**src/rtl/mdu_pkg.sv**
```systemverilog
// mdu_pkg: funct codes, FSM state encodings and operation kinds shared by the
// multiply/divide unit.
package mdu_pkg;

  // R-type funct field values decoded by the MDU
  localparam logic [5:0] FN_MFHI  = 6'd16;
  localparam logic [5:0] FN_MTHI  = 6'd17;
  localparam logic [5:0] FN_MFLO  = 6'd18;
  localparam logic [5:0] FN_MTLO  = 6'd19;
  localparam logic [5:0] FN_MULT  = 6'd24;
  localparam logic [5:0] FN_MULTU = 6'd25;
  localparam logic [5:0] FN_DIV   = 6'd26;
  localparam logic [5:0] FN_DIVU  = 6'd27;

  // FSM state encodings (IDLE / CALC / FIX)
  localparam logic [1:0] ST_IDLE = 2'd0;
  localparam logic [1:0] ST_CALC = 2'd1;
  localparam logic [1:0] ST_FIX  = 2'd2;

  // Kind of iterative operation in flight
  typedef enum logic {
    OP_MUL = 1'b0,
    OP_DIV = 1'b1
  } op_e;

endpackage

```
**src/rtl/mdu_control_if.sv**
```systemverilog
// mdu_control_if: issue/result bundle between the execute stage (master)
// and the multiply/divide unit (slave).
interface mdu_control_if #(
  parameter int WIDTH = 32
);
  logic             i_con_Start;
  logic [5:0]       i_con_FuncCode;
  logic [WIDTH-1:0] i_dat_A;
  logic [WIDTH-1:0] i_dat_B;
  logic             o_con_Busy;
  logic             o_con_Stall;
  logic [WIDTH-1:0] o_dat_Result;
  logic             o_con_ResultValid;
  logic             o_con_Illegal;
  logic             o_con_DivZero;

  modport master (
    output i_con_Start, i_con_FuncCode, i_dat_A, i_dat_B,
    input  o_con_Busy, o_con_Stall, o_dat_Result, o_con_ResultValid,
           o_con_Illegal, o_con_DivZero
  );

  modport slave (
    input  i_con_Start, i_con_FuncCode, i_dat_A, i_dat_B,
    output o_con_Busy, o_con_Stall, o_dat_Result, o_con_ResultValid,
           o_con_Illegal, o_con_DivZero
  );
endinterface

```
**src/rtl/mdu_iter.sv**
```systemverilog
// mdu_iter: one-bit-per-cycle datapath. Multiply is a right-shifting
// shift-add into {acc,q}; divide (only when MDU_DIV_EN is defined) is a
// left-shifting restoring subtract leaving remainder in acc, quotient in q.
module mdu_iter
  import mdu_pkg::*;
#(
  parameter int WIDTH = 32
) (
  input  logic             i_clk,
  input  logic             i_rst_n,
  input  logic             i_load,
  input  logic             i_step,
  input  op_e              i_op,
  input  logic [WIDTH-1:0] i_a,
  input  logic [WIDTH-1:0] i_b,
  output logic [WIDTH-1:0] o_acc,
  output logic [WIDTH-1:0] o_q
);

  logic [WIDTH-1:0] r_acc;
  logic [WIDTH-1:0] r_q;
  logic [WIDTH-1:0] r_m;

  logic [WIDTH:0]   w_sum;
  logic [WIDTH-1:0] w_mul_acc;
  logic [WIDTH-1:0] w_mul_q;

  assign w_sum     = {1'b0, r_acc} + (r_q[0] ? {1'b0, r_m} : '0);
  assign w_mul_acc = w_sum[WIDTH:1];
  assign w_mul_q   = {w_sum[0], r_q[WIDTH-1:1]};

`ifdef MDU_DIV_EN
  logic [WIDTH:0]   w_rem_sh;
  logic [WIDTH:0]   w_diff;
  logic [WIDTH-1:0] w_div_acc;
  logic [WIDTH-1:0] w_div_q;

  // Partial remainder never exceeds the divisor, so WIDTH+1 bits hold the trial
  assign w_rem_sh  = {r_acc, r_q[WIDTH-1]};
  assign w_diff    = w_rem_sh - {1'b0, r_m};
  assign w_div_acc = w_diff[WIDTH] ? w_rem_sh[WIDTH-1:0] : w_diff[WIDTH-1:0];
  assign w_div_q   = {r_q[WIDTH-2:0], ~w_diff[WIDTH]};

  // Load operands, then advance one multiply or divide step per enabled cycle
  always_ff @(posedge i_clk or negedge i_rst_n) begin
    if (!i_rst_n) begin
      r_acc <= '0;
      r_q   <= '0;
      r_m   <= '0;
    end else if (i_load) begin
      r_acc <= '0;
      r_q   <= i_a;
      r_m   <= i_b;
    end else if (i_step) begin
      if (i_op == OP_DIV) begin
        r_acc <= w_div_acc;
        r_q   <= w_div_q;
      end else begin
        r_acc <= w_mul_acc;
        r_q   <= w_mul_q;
      end
    end
  end
`else
  // Load operands, then advance one multiply step per enabled cycle; a divide
  // kind is never loaded in this build
  always_ff @(posedge i_clk or negedge i_rst_n) begin
    if (!i_rst_n) begin
      r_acc <= '0;
      r_q   <= '0;
      r_m   <= '0;
    end else if (i_load) begin
      r_acc <= '0;
      r_q   <= i_a;
      r_m   <= i_b;
    end else if (i_step && i_op == OP_MUL) begin
      r_acc <= w_mul_acc;
      r_q   <= w_mul_q;
    end
  end
`endif

  assign o_acc = r_acc;
  assign o_q   = r_q;

endmodule

```
**src/rtl/mdu_control.sv**
```systemverilog
// mdu_control: funct decode, FSM, iteration counter, sign fix-up and HI/LO.
// Build option: define MDU_DIV_EN to include DIV/DIVU and the divide-by-zero
// flag; otherwise funct 26/27 decode as illegal.
//
//   state | meaning
//   IDLE  | accepts issue; MT*/MF*/div-by-zero/illegal complete here
//   CALC  | WIDTH iteration steps, counter counts down to terminal count
//   FIX   | sign correction, HI/LO written, back to IDLE
module mdu_control
  import mdu_pkg::*;
#(
  parameter int WIDTH = 32,
  parameter int CNT_W = $clog2(WIDTH + 1)
) (
  input  logic         i_clk,
  input  logic         i_rst_n,
  mdu_control_if.slave bus
);

  logic [1:0]       r_state;
  logic [CNT_W-1:0] r_cnt;
  op_e              r_op;
  logic             r_neg_q;
  logic [WIDTH-1:0] r_hi;
  logic [WIDTH-1:0] r_lo;
  logic [WIDTH-1:0] r_result;
  logic             r_valid;
  logic             r_illegal;
  logic             r_divzero;

  logic             w_accept;
  logic             w_signed;
  logic             w_is_mul;
  logic             w_is_div;
  logic             w_load;
  logic             w_cnt_last;
  logic [WIDTH-1:0] w_a_abs;
  logic [WIDTH-1:0] w_b_abs;
  logic [WIDTH-1:0] w_acc;
  logic [WIDTH-1:0] w_q;
  logic [2*WIDTH-1:0] w_prod;
  logic [2*WIDTH-1:0] w_prod_fix;

  assign w_accept = bus.i_con_Start && (r_state == ST_IDLE);
  assign w_is_mul = (bus.i_con_FuncCode == FN_MULT) || (bus.i_con_FuncCode == FN_MULTU);
`ifdef MDU_DIV_EN
  logic r_neg_r;
  logic [WIDTH-1:0] w_quo_fix;
  logic [WIDTH-1:0] w_rem_fix;
  assign w_is_div = (bus.i_con_FuncCode == FN_DIV) || (bus.i_con_FuncCode == FN_DIVU);
  assign w_signed = (bus.i_con_FuncCode == FN_MULT) || (bus.i_con_FuncCode == FN_DIV);
  assign w_quo_fix = r_neg_q ? ('0 - w_q) : w_q;
  assign w_rem_fix = r_neg_r ? ('0 - w_acc) : w_acc;
`else
  assign w_is_div = 1'b0;
  assign w_signed = (bus.i_con_FuncCode == FN_MULT);
`endif
  // A zero divisor completes in IDLE, so it must not start the datapath
  assign w_load = w_accept && (w_is_mul || (w_is_div && (bus.i_dat_B != '0)));
  assign w_a_abs = (w_signed && bus.i_dat_A[WIDTH-1]) ? ('0 - bus.i_dat_A) : bus.i_dat_A;
  assign w_b_abs = (w_signed && bus.i_dat_B[WIDTH-1]) ? ('0 - bus.i_dat_B) : bus.i_dat_B;
  assign w_cnt_last = (r_cnt == CNT_W'(1));
  assign w_prod     = {w_acc, w_q};
  assign w_prod_fix = r_neg_q ? ('0 - w_prod) : w_prod;

  mdu_iter #(.WIDTH(WIDTH)) u_iter (
    .i_clk   (i_clk),
    .i_rst_n (i_rst_n),
    .i_load  (w_load),
    .i_step  (r_state == ST_CALC),
    .i_op    (r_op),
    .i_a     (w_a_abs),
    .i_b     (w_b_abs),
    .o_acc   (w_acc),
    .o_q     (w_q)
  );

  // Decode accepted issue, sequence the iteration and own HI/LO and pulses
  always_ff @(posedge i_clk or negedge i_rst_n) begin
    if (!i_rst_n) begin
      r_state   <= ST_IDLE;
      r_cnt     <= '0;
      r_op      <= OP_MUL;
      r_neg_q   <= 1'b0;
`ifdef MDU_DIV_EN
      r_neg_r   <= 1'b0;
`endif
      r_hi      <= '0;
      r_lo      <= '0;
      r_result  <= '0;
      r_valid   <= 1'b0;
      r_illegal <= 1'b0;
      r_divzero <= 1'b0;
    end else begin
      r_valid   <= 1'b0;
      r_illegal <= 1'b0;
      r_divzero <= 1'b0;
      case (r_state)
        ST_IDLE: if (w_accept) begin
          case (bus.i_con_FuncCode)
            FN_MTHI: r_hi <= bus.i_dat_A;
            FN_MTLO: r_lo <= bus.i_dat_A;
            FN_MFHI: begin r_result <= r_hi; r_valid <= 1'b1; end
            FN_MFLO: begin r_result <= r_lo; r_valid <= 1'b1; end
            FN_MULT, FN_MULTU: begin
              r_op    <= OP_MUL;
              r_neg_q <= w_signed && (bus.i_dat_A[WIDTH-1] ^ bus.i_dat_B[WIDTH-1]);
              r_cnt   <= CNT_W'(WIDTH);
              r_state <= ST_CALC;
            end
`ifdef MDU_DIV_EN
            FN_DIV, FN_DIVU: begin
              if (bus.i_dat_B == '0) begin
                r_lo      <= '1;
                r_hi      <= bus.i_dat_A;
                r_divzero <= 1'b1;
              end else begin
                r_op    <= OP_DIV;
                r_neg_q <= w_signed && (bus.i_dat_A[WIDTH-1] ^ bus.i_dat_B[WIDTH-1]);
                r_neg_r <= w_signed && bus.i_dat_A[WIDTH-1];
                r_cnt   <= CNT_W'(WIDTH);
                r_state <= ST_CALC;
              end
            end
`endif
            default: r_illegal <= 1'b1;
          endcase
        end
        ST_CALC: begin
          r_cnt <= r_cnt - CNT_W'(1);
          if (w_cnt_last) r_state <= ST_FIX;
        end
        ST_FIX: begin
`ifdef MDU_DIV_EN
          if (r_op == OP_DIV) begin
            r_hi <= w_rem_fix;
            r_lo <= w_quo_fix;
          end else begin
            r_hi <= w_prod_fix[2*WIDTH-1:WIDTH];
            r_lo <= w_prod_fix[WIDTH-1:0];
          end
`else
          r_hi <= w_prod_fix[2*WIDTH-1:WIDTH];
          r_lo <= w_prod_fix[WIDTH-1:0];
`endif
          r_state <= ST_IDLE;
        end
        default: r_state <= ST_IDLE;
      endcase
    end
  end

  assign bus.o_con_Busy        = (r_state != ST_IDLE);
  assign bus.o_con_Stall       = bus.i_con_Start && (r_state != ST_IDLE);
  assign bus.o_dat_Result      = r_result;
  assign bus.o_con_ResultValid = r_valid;
  assign bus.o_con_Illegal     = r_illegal;
  assign bus.o_con_DivZero     = r_divzero;

endmodule

```
**src/flat_wrapper.sv**
```systemverilog
// flat-port wrapper written by rule: the top's interface ports become plain ports
module mdu_control_flat import mdu_pkg::*;
#(
  parameter int WIDTH = 32,
  parameter int CNT_W = $clog2(WIDTH + 1)
)
  (i_clk, i_rst_n, bus_i_con_Start, bus_i_con_FuncCode, bus_i_dat_A, bus_i_dat_B, bus_o_con_Busy, bus_o_con_Stall, bus_o_dat_Result, bus_o_con_ResultValid, bus_o_con_Illegal, bus_o_con_DivZero);
  mdu_control_if #(.WIDTH(WIDTH)) bus_i ();
  input  logic i_clk;
  input  logic i_rst_n;
  input wire logic [$bits(bus_i.i_con_Start)-1:0] bus_i_con_Start;
  input wire logic [$bits(bus_i.i_con_FuncCode)-1:0] bus_i_con_FuncCode;
  input wire logic [$bits(bus_i.i_dat_A)-1:0] bus_i_dat_A;
  input wire logic [$bits(bus_i.i_dat_B)-1:0] bus_i_dat_B;
  output wire logic [$bits(bus_i.o_con_Busy)-1:0] bus_o_con_Busy;
  output wire logic [$bits(bus_i.o_con_Stall)-1:0] bus_o_con_Stall;
  output wire logic [$bits(bus_i.o_dat_Result)-1:0] bus_o_dat_Result;
  output wire logic [$bits(bus_i.o_con_ResultValid)-1:0] bus_o_con_ResultValid;
  output wire logic [$bits(bus_i.o_con_Illegal)-1:0] bus_o_con_Illegal;
  output wire logic [$bits(bus_i.o_con_DivZero)-1:0] bus_o_con_DivZero;
  assign bus_i.i_con_Start = bus_i_con_Start;
  assign bus_i.i_con_FuncCode = bus_i_con_FuncCode;
  assign bus_i.i_dat_A = bus_i_dat_A;
  assign bus_i.i_dat_B = bus_i_dat_B;
  assign bus_o_con_Busy = bus_i.o_con_Busy;
  assign bus_o_con_Stall = bus_i.o_con_Stall;
  assign bus_o_dat_Result = bus_i.o_dat_Result;
  assign bus_o_con_ResultValid = bus_i.o_con_ResultValid;
  assign bus_o_con_Illegal = bus_i.o_con_Illegal;
  assign bus_o_con_DivZero = bus_i.o_con_DivZero;
  mdu_control #(.WIDTH(WIDTH), .CNT_W(CNT_W)) u_core (.i_clk(i_clk), .i_rst_n(i_rst_n), .bus(bus_i));
endmodule
```
**config.mk**
```make
export PLATFORM = sky130hd
export DESIGN_NAME = mdu_control_flat
export DESIGN_NICKNAME = d
export VERILOG_FILES = /design/src/rtl/mdu_pkg.sv /design/src/rtl/mdu_control_if.sv /design/src/rtl/mdu_iter.sv /design/src/rtl/mdu_control.sv /design/src/flat_wrapper.sv
export SDC_FILE = /design/constraint.sdc
export NUM_CORES = 1
export LEC_CHECK = 0
export BUFFER_PORTS_ARGS = -buffer_cell sky130_fd_sc_hd__buf_2
export CAP_MARGIN = 20
export CORE_MARGIN = 2
export CORE_UTILIZATION = 55
export DETAILED_ROUTE_END_ITERATION = 7
export MAX_ROUTING_LAYER = met4
export PLACE_DENSITY = 0.74
export SYNTH_ARGS = -nofsm -noshare
export SYNTH_HDL_FRONTEND = slang
export SYNTH_SLANG_ARGS = --single-unit
```
**constraint.sdc**
```tcl
create_clock -name i_clk -period 3.3 [get_ports i_clk]
set_clock_uncertainty 0.05 [all_clocks]
set_input_delay 0.825 -clock i_clk [delete_from_list [all_inputs] [get_ports i_clk]]
set_output_delay 0.825 -clock i_clk [all_outputs]
set_load 0.005 [all_outputs]
```
# Yosys cells after proc, flatten, opt, wreduce, memory -nomap -nowiden
# Index checks and enable logic that the tools add are counted.
[totals]
regBits = 203
output_inout_bits = 37
[op_classes]
addsub = 5
n_eq_ne = 14
n_mux = 28
bitwise = 1
n_reduce_logical = 22
[ops]
columns = ["operator", "count"]
rows = [
  ["two-way mux 32 bit", 11],
  ["one-hot mux 32 bit (2 select lines)", 3],
  ["two-way mux 64 bit", 1],
  ["subtractor 1 x 32 -> 32 bit (first input constant)", 2],
  ["subtractor 1 x 64 -> 64 bit (first input constant)", 1],
  ["== test 6 x 5 -> 1 bit (second input constant)", 6],
  ["adder 32 x 33 -> 33 bit", 1],
  ["AND reduction 3 bit", 6],
  ["two-way mux 6 bit", 2],
  ["one-hot mux 6 bit (2 select lines)", 1],
  ["nonzero test 2 bit", 5],
  ["== test 6 x 1 -> 1 bit (second input constant)", 1],
  ["logical AND 1 bit", 6],
  ["two-way mux 1 bit", 6],
  ["two-way mux 2 bit", 3],
  ["!= test 2 bit (second input constant)", 3],
  ["OR reduction 6 bit", 1],
  ["subtractor 6 x 1 -> 6 bit (second input constant)", 1],
  ["!= test 2 x 1 -> 1 bit (second input constant)", 2],
  ["one-hot mux 2 bit (2 select lines)", 1],
  ["OR reduction 2 bit", 2],
  ["== test 2 x 1 -> 1 bit (second input constant)", 1],
  ["== test 2 bit (second input constant)", 1],
  ["zero test 2 bit", 1],
  ["other kinds (2)", 2],
]

# Logic depth before layout (Yosys ltp)
[logic_depth]
ltp_word = 5
depth_mapped = 11
mapped_depth_nobuf = 10

# Cells and area by module
# From an unflattened synthesis, not the netlist that was laid out.
[unflattened]
cells_unflattened = 1490
hier_area_um2 = 13389.1
[modules_own_cells]
columns = ["mod", "instances", "cells_each", "area_per_inst_um2"]
rows = [
  ["mdu_control", 1, 880, 7648.6],
  ["mdu_iter", 1, 610, 5740.5],
]

# Worst setup path after synthesis
# No wires, ideal clock.
[synth_path]
path_kind = "register to register"
startpoint = "reg u_core.u_iter.r_q[0] (netlist: u_core.u_iter.o_q[0])"
endpoint = "reg u_core.u_iter.r_acc[27] (netlist: u_core.u_iter.o_acc[27])"
setup_ns = 0.116
t_arrival_ns = 3.115
t_required_ns = 3.134
path_slack_ns = 0.020
path_stages_with_launch = 12
path_buffers = 1
period_less_slack_ns = 3.280
path_cell_list = "dfrtp_1 > clkbuf_1 > and2_1 > ha_1 > fa_1 > a21o_1 > a221o_1 > a311o_1 > a22o_1 > and4_1 > or4_1 > o311ai_0"
[synth_via]
elab_chain_cells = 4
[synth_rtl]
columns = ["element", "line", "text"]
rows = [
  ["start, declared", "mdu_iter.sv:21", "logic [WIDTH-1:0] r_q;"],
  ["start signal, assigned", "mdu_iter.sv:74", "r_q <= i_a;"],
  ["start signal, assigned", "mdu_iter.sv:78", "r_q <= w_mul_q;"],
  ["two-way mux 32 bit", "mdu_iter.sv:28", "assign w_sum = {1'b0, r_acc} + (r_q[0] ? {1'b0, r_m} : '0);"],
  ["adder 32 x 33 -> 33 bit", "mdu_iter.sv:28", ""],
  ["two-way mux 32 bit", "mdu_iter.sv:76", "end else if (i_step && i_op == OP_MUL) begin"],
  ["two-way mux 32 bit", "mdu_iter.sv:72", "end else if (i_load) begin"],
  ["end signal, assigned", "mdu_iter.sv:77", "r_acc <= w_mul_acc;"],
  ["end, declared", "mdu_iter.sv:20", "logic [WIDTH-1:0] r_acc;"],
]
# Every way passes these cells. The select of a mux whose other input is x is not followed.
# A chain may end at the register's enable or synchronous reset.

# Worst setup path after layout
# Ends and elaborated chain as after synthesis.

==> key figures <==
Clock tree
  • Worst-Skew Late Latency: approximately 500 ps
  • CTS tree: built
  • Clock transition at path regs: 60 ps
  • CTS root buf: clkbuf_16
  • Total CTS buffers: 23
  • CTS Sinks: about 200
  • Clock Tree Buf Depth: 3
  • H-tree depth: 1

STA
  • Minimum clock period: about 3200 ps
  • Final-report max-slew violation count: 0
  • Final setup violation count: 0
  • WHS: 203.2 ps
  • Max-slew headroom: about a third
  • Setup TNS: 0 ps
  • Worst Setup Slack, final: roughly 110 ps
  • Slew @ Worst Pin: just under 1000 ps
  • Hold violation total from the final report: 0
  • RSZ-0062 raised after global routing: yes
  • Final period util: a little over nine tenths
  • Peak Freq: 313.4 MHz

Setup path
  • Critical path launch point: u_core.u_iter.o_q[0]
  • Worst path cell trace: buf_4 > and2_1 > fa_2 > a21o_1 > a221o_1 > a311o_1 > a22o_1 > and4_1 > or4_1 > o311ai_0
  • CP Class: reg -> reg
  • CP delay by family, top: compound AO/OA/AOI/OAI gates
  • Req. time, crit path: ~3600 ps
  • FF-to-FF path depth: 10
  • Critical path fanouts, max: 6
  • WP depth: 10
  • Worst setup SP type: flop
  • Buf/Inv on CP: 1
  • Max stage delay cell, worst path: or4_1
  • Slowest stage delay, CP: 490 ps
  • Worst r2r src: u_core.u_iter.o_q[0]
  • Arrival @ worst endpoint: 3530 ps
  • Setup crit end kind: flop

Synth
  • FF+latch count, synth: a little over 200
  • Syn nets: roughly 1700
  • Sequential share of the synthesized area: 37.92%
  • Cell count after synthesis: approximately 1500
  • Yosys warning total: 0
  • Synth unique cells: slightly above 70
  • Post-synth EDFFs: 0
  • Synthesized area per cell: between 8 and 9 µm²
  • Most common flop cell mapped by yosys: dfrtp_1
  • Synth async-reset ratio: between 90% and 100%
  • Post-Synthesis Cell Area: around 13000 µm²

Power
  • PwrDens: between 700 and 800 nW/µm²
  • Pleak: just under 7 nW
  • VDD IR max: between 0.3 and 0.4 mV

Floorplanning
  • Io pins: 110
  • Die area: 25620 µm²
  • Die Wd: around 160 µm
  • Die height: between 150 and 200 µm
  • Starting density of the core: between 50 and 60%
  • Core Box Area: 24110 µm²
  • Rows: 57

Global route
  • Pin count of the biggest net entering global routing: 58
  • Initial antenna violation count: 0
  • First-pass GRT wire length: 59360 µm
  • Total congestion overflow: 0
  • GRT Util Overall: between 20% and 30%
  • Vias in the first global route: 11320

Layout
  • Share of layout cells above drive strength 1: 17.02%
  • FILL cells: roughly 2100
  • Multi-input logic area: just under 8000 µm²
  • Final design utilization: between 60 and 70%
  • Area growth syn-to-layout: 14.27%
  • Flip-flop and latch area: approximately 5100 µm²
  • Layout net count: ~1800
  • Non-Filler Instances: between 1500 and 2000
  • Antenna cell count: 0

Placement
  • Dpl cells: ~1900
  • PortBufs: between 100 and 150
  • Pre-CTS WS: approximately 70 ps
  • RD Place Congestion: ~0.96
  • DP Wirelength: 26900 µm

Routing
  • Post-Route WL: between 30000 and 40000 µm
  • First-pass DRT Iterations: 5
  • Drt initial violations: 1072
  • DRC Markers: 0
  • Routed vias: approximately 12000
  • ANT nets after route: 0
  • Vias per std cell: between 6 and 7
  • Wirelength per Cell: between 15 and 20 µm

Run
  • Maxcap violations: 0

Run status
  • Status: completed

Min path
  • Hold Crit Class: in -> async
worst paths after layout:
path,end,slack (ps)
max in group asynchronous,u_core.r_neg_q,2260
worst min register to register,u_core.u_iter.r_m[17],420
worst min-delay path,u_core.bus.o_dat_Result[4],200
min in group i_clk,u_core.u_iter.r_m[17],420
worst max-delay path,u_core.u_iter.o_acc[27],110
worst max register to register,u_core.u_iter.o_acc[27],110
registers in the layout, indices dropped and copies added (netlist names):
signal,count
u_core.r_state,2
u_core.bus.o_con_ResultValid,1
u_core.u_iter.o_acc,32
u_core.u_iter.r_m,32
u_core.r_lo,32
u_core.r_neg_q,1
u_core.r_hi,32
u_core.bus.o_con_Illegal,1
u_core.r_cnt,6
u_core.u_iter.o_q,32
u_core.bus.o_dat_Result,32
what timing repair did:
item,CTS,global route
hold buffers,0,0
gates resized for setup,0,4
buffers inserted,0,2
endpoints found under the setup margin,0,2
kinds of logic after synthesis:
kind of cell | synth area share [%]
xor gates and xnor gates | 9.544
other | 0.02799
adders and majority gates | 3.605
and+or+nand+nor | 19.28
buffers and inverters | 3.157
AOI/OAI and AO/OA | 19.09
DFF | 37.92
muxes | 7.378
placed cells by master (no fill, tap or decap), types with 5 or more instances in the layout:
master,n
nand2_1,211
dfrtp_1,202
o21ai_0,145
nor2_1,126
a21oi_1,114
buf_2,107
xor2_1,78
xnor2_1,68
mux2i_1,65
buf_4,49
and2_1,37
ha_1,34
mux2_2,30
a31oi_1,28
o31ai_1,28
nor3_1,24
clkbuf_16,23
nand3_1,20
or4_1,18
inv_1,17
or3_1,17
o41ai_1,15
nand4_1,13
a21o_1,12
nand2b_1,10
nor4_1,10
or2_2,9
buf_12,9
clkbuf_8,8
and3_1,6
o21a_1,6
o21ai_1,6
o41ai_2,6
a211oi_1,5
through the flow:
stage / total power, mW / area (µm²)
6_report: 11.03 / 15310
5_1_grt: 11.80 / 15310
4_1_cts: 11.01 / 15280
3_5_place_dp: 8.541 / 14570
3_3_place_gp: 8.388 / 14570
2_1_floorplan: 7.005 / 13400
routing by layer:
layer | GRT usage (%) | share of wire (%) | up-vias
met4 | 9.623 | 3.2 | 0
met2 | 44.82 | 45 | 413
met3 | 3.610 | 6.9 | 78
met1 | 40.67 | 45 | 5716
met5 | - | 0 | -
li1 | - | - | 5718
synth_stat cells (21+ instances only):
cell        n  area (µm²)
mux2_2     30       337.8
o31ai_1    28       210.2
and2_1     37       231.5
dfrtp_1   203        5080
a31oi_1    28       175.2
clkbuf_1   82       307.8
nor3_1     24       120.1
nor2_1    127       476.7
xor2_1     78       683.2
xnor2_1    68       595.6
mux2i_1    65       650.6
ha_1       37       462.9
nand2_1   211       792.0
o21ai_0   145       725.7
a21oi_1   114       570.6
nand3_1    21       105.1
layout make-up:
cell class              count  share of cell area (%)
flip-flops and latches    203                   33.19
well taps                 324                   2.648
multi-input cells        1232                   51.90
inverters                  17                  0.4168
clock inverters             5                  0.1961
clock buffers              34                   4.487
repair buffers            166                   7.167
power breakdown:
| group | total, mW | switching, mW | internal (mW) | leakage [nW] |
|---|---|---|---|---|
| combinational | 4.29 | 2.50 | 1.79 | 4.00 |
| clock | 2.43 | 1.01 | 1.43 | 0.351 |
| sequential | 4.31 | 0.896 | 3.41 | 2.54 |
| total | 11.0 | 4.40 | 6.63 | 6.90 |
No activity file was read; power rests on OpenSTA's default activity.
